--- src/rtl/rr_arbiter_8_pkg.sv ---
// rr_arbiter_8_pkg
// Shared definitions for the 8-way round-robin arbiter: requester count,
// index width, hold-counter width and the two-state FSM encoding.
package rr_arbiter_8_pkg;

    localparam int N_REQ = 8;
    localparam int IDX_W = 3;
    localparam int CNT_W = 8;

    typedef enum logic {
        ST_IDLE  = 1'b0,
        ST_GRANT = 1'b1
    } arb_state_e;

endpackage

--- src/rtl/rr_arbiter_8_dec3to8_onehot.sv ---
// dec3to8_onehot
// Decodes a 3-bit index into an 8-bit one-hot vector; all-zero when disabled.
// Ports:
//   idx_i    : index to decode
//   en_i     : enable; when low the output is 8'h00
//   onehot_o : one-hot result, bit idx_i set when enabled
module dec3to8_onehot
    import rr_arbiter_8_pkg::*;
(
    input  logic [IDX_W-1:0] idx_i,
    input  logic             en_i,
    output logic [N_REQ-1:0] onehot_o
);

    for (genvar gi = 0; gi < N_REQ; gi++) begin : g_bit
        assign onehot_o[gi] = en_i && (idx_i == IDX_W'(gi));
    end

endmodule

--- src/rtl/rr_arbiter_8.sv ---
// rr_arbiter_8
// Round-robin arbiter sharing one resource among eight requesters. In IDLE it
// picks the first requester at or after the rotating pointer, then holds the
// grant until the owner signals done, drops its request, or the hold limit
// expires (the latter raises a one-cycle timeout pulse).
// Ports:
//   clk, rst  : clock and synchronous active-high reset
//   req       : request vector, bit i = requester i
//   done      : owner finished (only looked at while granting)
//   gnt       : one-hot grant, zero when no grant is active
//   gnt_idx   : index of the current (or most recent) owner
//   gnt_valid : a grant is active
//   timeout   : pulse in the first IDLE cycle after a forced revocation
module rr_arbiter_8
    import rr_arbiter_8_pkg::*;
#(
    parameter int MAX_HOLD = 16
) (
    input  logic             clk,
    input  logic             rst,
    input  logic [N_REQ-1:0] req,
    input  logic             done,
    output logic [N_REQ-1:0] gnt,
    output logic [IDX_W-1:0] gnt_idx,
    output logic             gnt_valid,
    output logic             timeout
);

    localparam logic [CNT_W-1:0] HOLD_MAX  = CNT_W'(MAX_HOLD);
    localparam logic [CNT_W-1:0] HOLD_LAST = CNT_W'(MAX_HOLD - 1);

    arb_state_e       state_q;
    logic [IDX_W-1:0] ptr_q;
    logic [IDX_W-1:0] idx_q;
    logic             valid_q;
    logic             timeout_q;
    logic [CNT_W-1:0] cnt_q;
    logic [CNT_W-1:0] cnt_d;
    logic [IDX_W-1:0] pick_d;
    logic             any_req;
    logic             owner_req;
    logic             hold_hit;
    logic             release_now;

    // Rotate so that ptr lands at bit 0, find the lowest set bit, then add the
    // pointer back; the 3-bit sum wraps modulo 8 naturally.
    function automatic logic [IDX_W-1:0] rr_pick(
        input logic [N_REQ-1:0] r,
        input logic [IDX_W-1:0] p
    );
        logic [2*N_REQ-1:0] dbl;
        logic [N_REQ-1:0]   rot;
        logic [IDX_W-1:0]   off;
        dbl = {r, r};
        rot = dbl[p +: N_REQ];
        off = '0;
        for (int j = N_REQ - 1; j >= 0; j--) begin
            if (rot[j]) off = IDX_W'(j);
        end
        return p + off;
    endfunction

    always_comb begin
        pick_d      = rr_pick(req, ptr_q);
        any_req     = |req;
        owner_req   = req[idx_q];
        hold_hit    = (cnt_q == HOLD_LAST);
        release_now = done || !owner_req || hold_hit;
        cnt_d       = (cnt_q < HOLD_MAX) ? cnt_q + CNT_W'(1) : cnt_q;
    end

    always_ff @(posedge clk) begin
        if (rst) begin
            state_q   <= ST_IDLE;
            ptr_q     <= '0;
            idx_q     <= '0;
            valid_q   <= 1'b0;
            cnt_q     <= '0;
            timeout_q <= 1'b0;
        end else begin
            case (state_q)
                ST_IDLE: begin
                    timeout_q <= 1'b0;
                    if (any_req) begin
                        idx_q   <= pick_d;
                        valid_q <= 1'b1;
                        cnt_q   <= '0;
                        // Pointer moves only on a new grant, just past the winner.
                        ptr_q   <= pick_d + IDX_W'(1);
                        state_q <= ST_GRANT;
                    end
                end
                ST_GRANT: begin
                    cnt_q <= cnt_d;
                    if (release_now) begin
                        valid_q   <= 1'b0;
                        // Forced only if neither done nor a dropped request explains it.
                        timeout_q <= !done && owner_req;
                        state_q   <= ST_IDLE;
                    end
                end
            endcase
        end
    end

    assign gnt_idx   = idx_q;
    assign gnt_valid = valid_q;
    assign timeout   = timeout_q;

    dec3to8_onehot u_dec (
        .idx_i    (idx_q),
        .en_i     (valid_q),
        .onehot_o (gnt)
    );

endmodule
--- config.mk ---
export PLATFORM = sky130hd
export DESIGN_NAME = rr_arbiter_8
export DESIGN_NICKNAME = d
export VERILOG_FILES = /design/src/rtl/rr_arbiter_8_pkg.sv /design/src/rtl/rr_arbiter_8_dec3to8_onehot.sv /design/src/rtl/rr_arbiter_8.sv
export SDC_FILE = /design/constraint.sdc
export NUM_CORES = 1
export LEC_CHECK = 0
export ABC_AREA = 1
export BUFFER_PORTS_ARGS = -buffer_cell sky130_fd_sc_hd__clkbuf_2
export CORE_ASPECT_RATIO = 1.5
export CORE_MARGIN = 2
export CORE_UTILIZATION = 40
export DETAILED_ROUTE_END_ITERATION = 10
export HOLD_SLACK_MARGIN = 0.02
export PLACE_DENSITY = 0.67
export SLEW_MARGIN = 5
export SYNTH_ARGS = -nofsm -noshare
export SYNTH_HDL_FRONTEND = slang
export SYNTH_SLANG_ARGS = --single-unit
--- constraint.sdc ---
create_clock -name clk -period 2.85 [get_ports clk]
set_input_delay 0.1425 -clock clk [delete_from_list [all_inputs] [get_ports clk]]
set_output_delay 0.1425 -clock clk [all_outputs]
set_load 0.01 [all_outputs]
==> run metrics <==
result of the run=finished, final reports clean; relative contribution of the clock network to total power=12.2%; IR drop worst, VDD=563 uV; P_sw=0.000711 W; transition time at the pin with the least slew margin=0.365 ns; CTS Buf Count=3; highest-delay cell along the critical path=fa_1; standard cell core area=3130 sq um; Setup CP Type=reg2reg; Post-Syn Instances=211; final global-route overflow total=0; list of cells traversed by the critical path=buf_4 > nand2_1 > nand3_2 > nand3_1 > a31oi_1 > o21ai_1 > nand2_1 > a21boi_2 > ha_1 > inv_1 > fa_1 > inv_1 > ha_1 > nand2_1 > o21ai_0 > inv_1 > nand2_1 > inv_1 > nor2_1; number of buffers inserted by hold repair at cts=0; largest net degree at the start of global routing=11; Worst Setup Slack post-DPL=-0.0291 ns; Max Clk Rate=383 MHz; number of core rows=25; number of antenna violations at the first check in global routing=0; global-route wire length before repair=5.53 mm; top-level I/O count=24; proportion of power drawn by combinational gates=62.4%; clock tree from TritonCTS=done; Avg Synthesized Cell Area=6.20 sq um; top cells by area in the synthesized netlist=dfxtp_1, nand2_1, nand3_1, nor2_1, inv_1; internal power=0.000736 W; clock insertion delay at the later pin of the skew report=0.25 ns; met3 routed wirelength=129 microns; post-synthesis net count=226; maximum cell stage delay along the critical path=0.48 ns; Seq/Total Area, Yosys=26.0%; Crit path buffers/inverters=5; final total power=0.00145 W; Worst Clk Skew=0.00571 ns; clock buffer depth=2; Antenna Nets Post-Route=0; H-tree depth=1; DR WL/cell=12.0 microns; final weighted congestion of routability-driven global placement=0.830; Max-Cap Viols=0; highest fanout seen on the critical path=6; routed length on met2=1.78 mm; horizontal extent of the die=50.7 microns; nature of the critical path startpoint=register; pwr dens=911 nW/um^2; net count reported at finish=255; netlist area before placement=1310 sq um; Yosys top cell area share=26.0%; sum of net half-perimeters after detailed placement=2.70 mm; DRC Markers=0; effective utilization at floorplan=41.8%; crit end category=register; share of cells above drive strength 1=28.9%; most common library cell in the layout ignoring fill and taps=nand2_1; largest delay contributor family on the critical path=adder cells; via density per instance=5.19; placed cell areas=1460 sq um; Final Instance Area=1590 sq um; M1 wire length=1.29 mm; switching power share of the total=49.1%; Req. time, crit path=3.01 ns; Worst EP arrival=2.77 ns; number of DRC markers in iteration 0=46; most frequent cells in the layout=nand2_1, nor2_1, clkbuf_2; part of the power in registers=25.3%; layout overhead on the synthesized area=21.4%; max-slew violations=0; clock transition at the registers of the reported paths=0.06 ns; flip-flop and latch count after synthesis=17; Routed Wire Length=3.36 mm; n_diodes=0; floorplan die height=74.1 microns; root buffer cell=clkbuf_8; path class of the lowest-slack min-delay path=in2reg; crit path setup slack, layout=0.239 ns; Yosys top cell by area=dfxtp_1; endpoints failing setup=0; total of buffers placed on input and output ports=23; leakage power summed over all cells=0.759 nW; Warnings, synthesis=0; global-route usage over all layers=19.2%; # clock sinks=17; post-synthesis cell type count=30; final period utilization=91.6%; worst slew margin relative to its limit=75.5%; routed vias=1448; topmost layer with routed signal wires=met4; Final Hold Viols=0; number of global-route vias before repair=1325; minimum period implied by the final worst setup slack=2.61 ns; area enclosed by the die boundary=3750 sq um; number of detailed-route iterations in the first pass=4
==> what timing repair did <==
action / in CTS / in global routing
setup buffers: 0 / 2
pin swaps: 0 / 1
setup endpoints to repair: 2 / 3
gates resized for setup: 1 / 24
==> worst register-to-register path, delay by kind of cell, from the launching register on <==
family / cells / cell delay [ns]
compound gates: 4 / 0.41
fa+ha+maj: 3 / 0.83
buf+inv: 5 / 0.38
flops: 1 / 0.38
simple gates: 7 / 0.52
==> state kept, by name, summed over array words and instances (netlist names) <==
| signal | count |
|---|---|
| state_q | 1 |
| gnt_valid | 1 |
| ptr_q | 3 |
| timeout | 1 |
| cnt_q | 8 |
| gnt_idx | 3 |
==> per-layer routing <==
| layer | GRT usage (%) | vias to the layer above |
|---|---|---|
| li1 | - | 742 |
| met1 | 19.5 | 651 |
| met2 | 36.5 | 40 |
| met3 | 2.41 | 15 |
| met4 | 12.3 | 0 |
| met5 | 0 | - |
==> power by group through the flow <==
stage | clock network, W | logic (W) | registers, W
after floorplan | 0 | 0.000665 | 0.000330
after global placement | 0 | 0.000819 | 0.000364
after detailed placement | 0 | 0.000827 | 0.000362
after CTS | 0.000183 | 0.000831 | 0.000359
after global routing | 0.000193 | 0.00104 | 0.000376
final | 0.000177 | 0.000904 | 0.000367
==> cells in the mapped netlist, drive strengths merged <==
| library cell | instances |
|---|---|
| nor4 | 1 |
| ha | 3 |
| a22oi | 1 |
| a21oi | 8 |
| a21boi | 1 |
| nand4 | 5 |
| inv | 25 |
| fa | 1 |
| dfxtp | 17 |
| o21bai | 1 |
| nand2 | 68 |
| xor2 | 1 |
| nand3 | 29 |
| a211oi | 1 |
| clkbuf | 1 |
| buf | 3 |
| nor2 | 30 |
| o21ai | 10 |
| nor3 | 3 |
| a31oi | 1 |
| o21a | 1 |
==> metrics by stage <==
stage	hold slack [ns]	instances	util, %	TNS [ns]
floorplan	0.335	211	-	0
global placement	0.429	273	46.8	0
detailed placement	0.429	273	46.8	-0.0291
CTS	0.163	277	48.2	0
global route	0.195	279	50.8	-0.0104
finish	0.160	279	50.8	0
==> final timing paths <==
check	start	endpoint	slack, ns	cells after the start
worst min-delay path	rst	gnt_idx[2]$_SDFFE_PP0P_	0.16	2
worst max-delay path	ptr_q[0]$_SDFFE_PP0P_	ptr_q[2]$_SDFFE_PP0P_	0.24	19
worst max register to register	ptr_q[0]$_SDFFE_PP0P_	ptr_q[2]$_SDFFE_PP0P_	0.24	19
worst min register to register	cnt_q[6]$_SDFFE_PP0P_	cnt_q[6]$_SDFFE_PP0P_	0.44	2
==> cell families (layout without fill, tap and decap cells) <==
| kind of cell | after synthesis | in the layout | synth area share [%] |
|---|---|---|---|
| and+or+nand+nor | 136 | 136 | 48.4 |
| buffers and inverters | 29 | 57 | 10.3 |
| AOI/OAI and AO/OA | 24 | 24 | 10.2 |
| DFF | 17 | 17 | 26.0 |
| adders and majority gates | 4 | 4 | 4.40 |
| xor gates and xnor gates | 1 | 1 | 0.669 |
==> area by class of cell <==
cell class              instances  area (sq um)
multi-input cells             165           885
fillers                       354          1540
inverters                      25           104
repair buffers                 28           156
flip-flops and latches         17           349
well taps                      40          50.0
clock buffers                   4          45.0
Note: power is estimated with default switching activity, not from simulation.
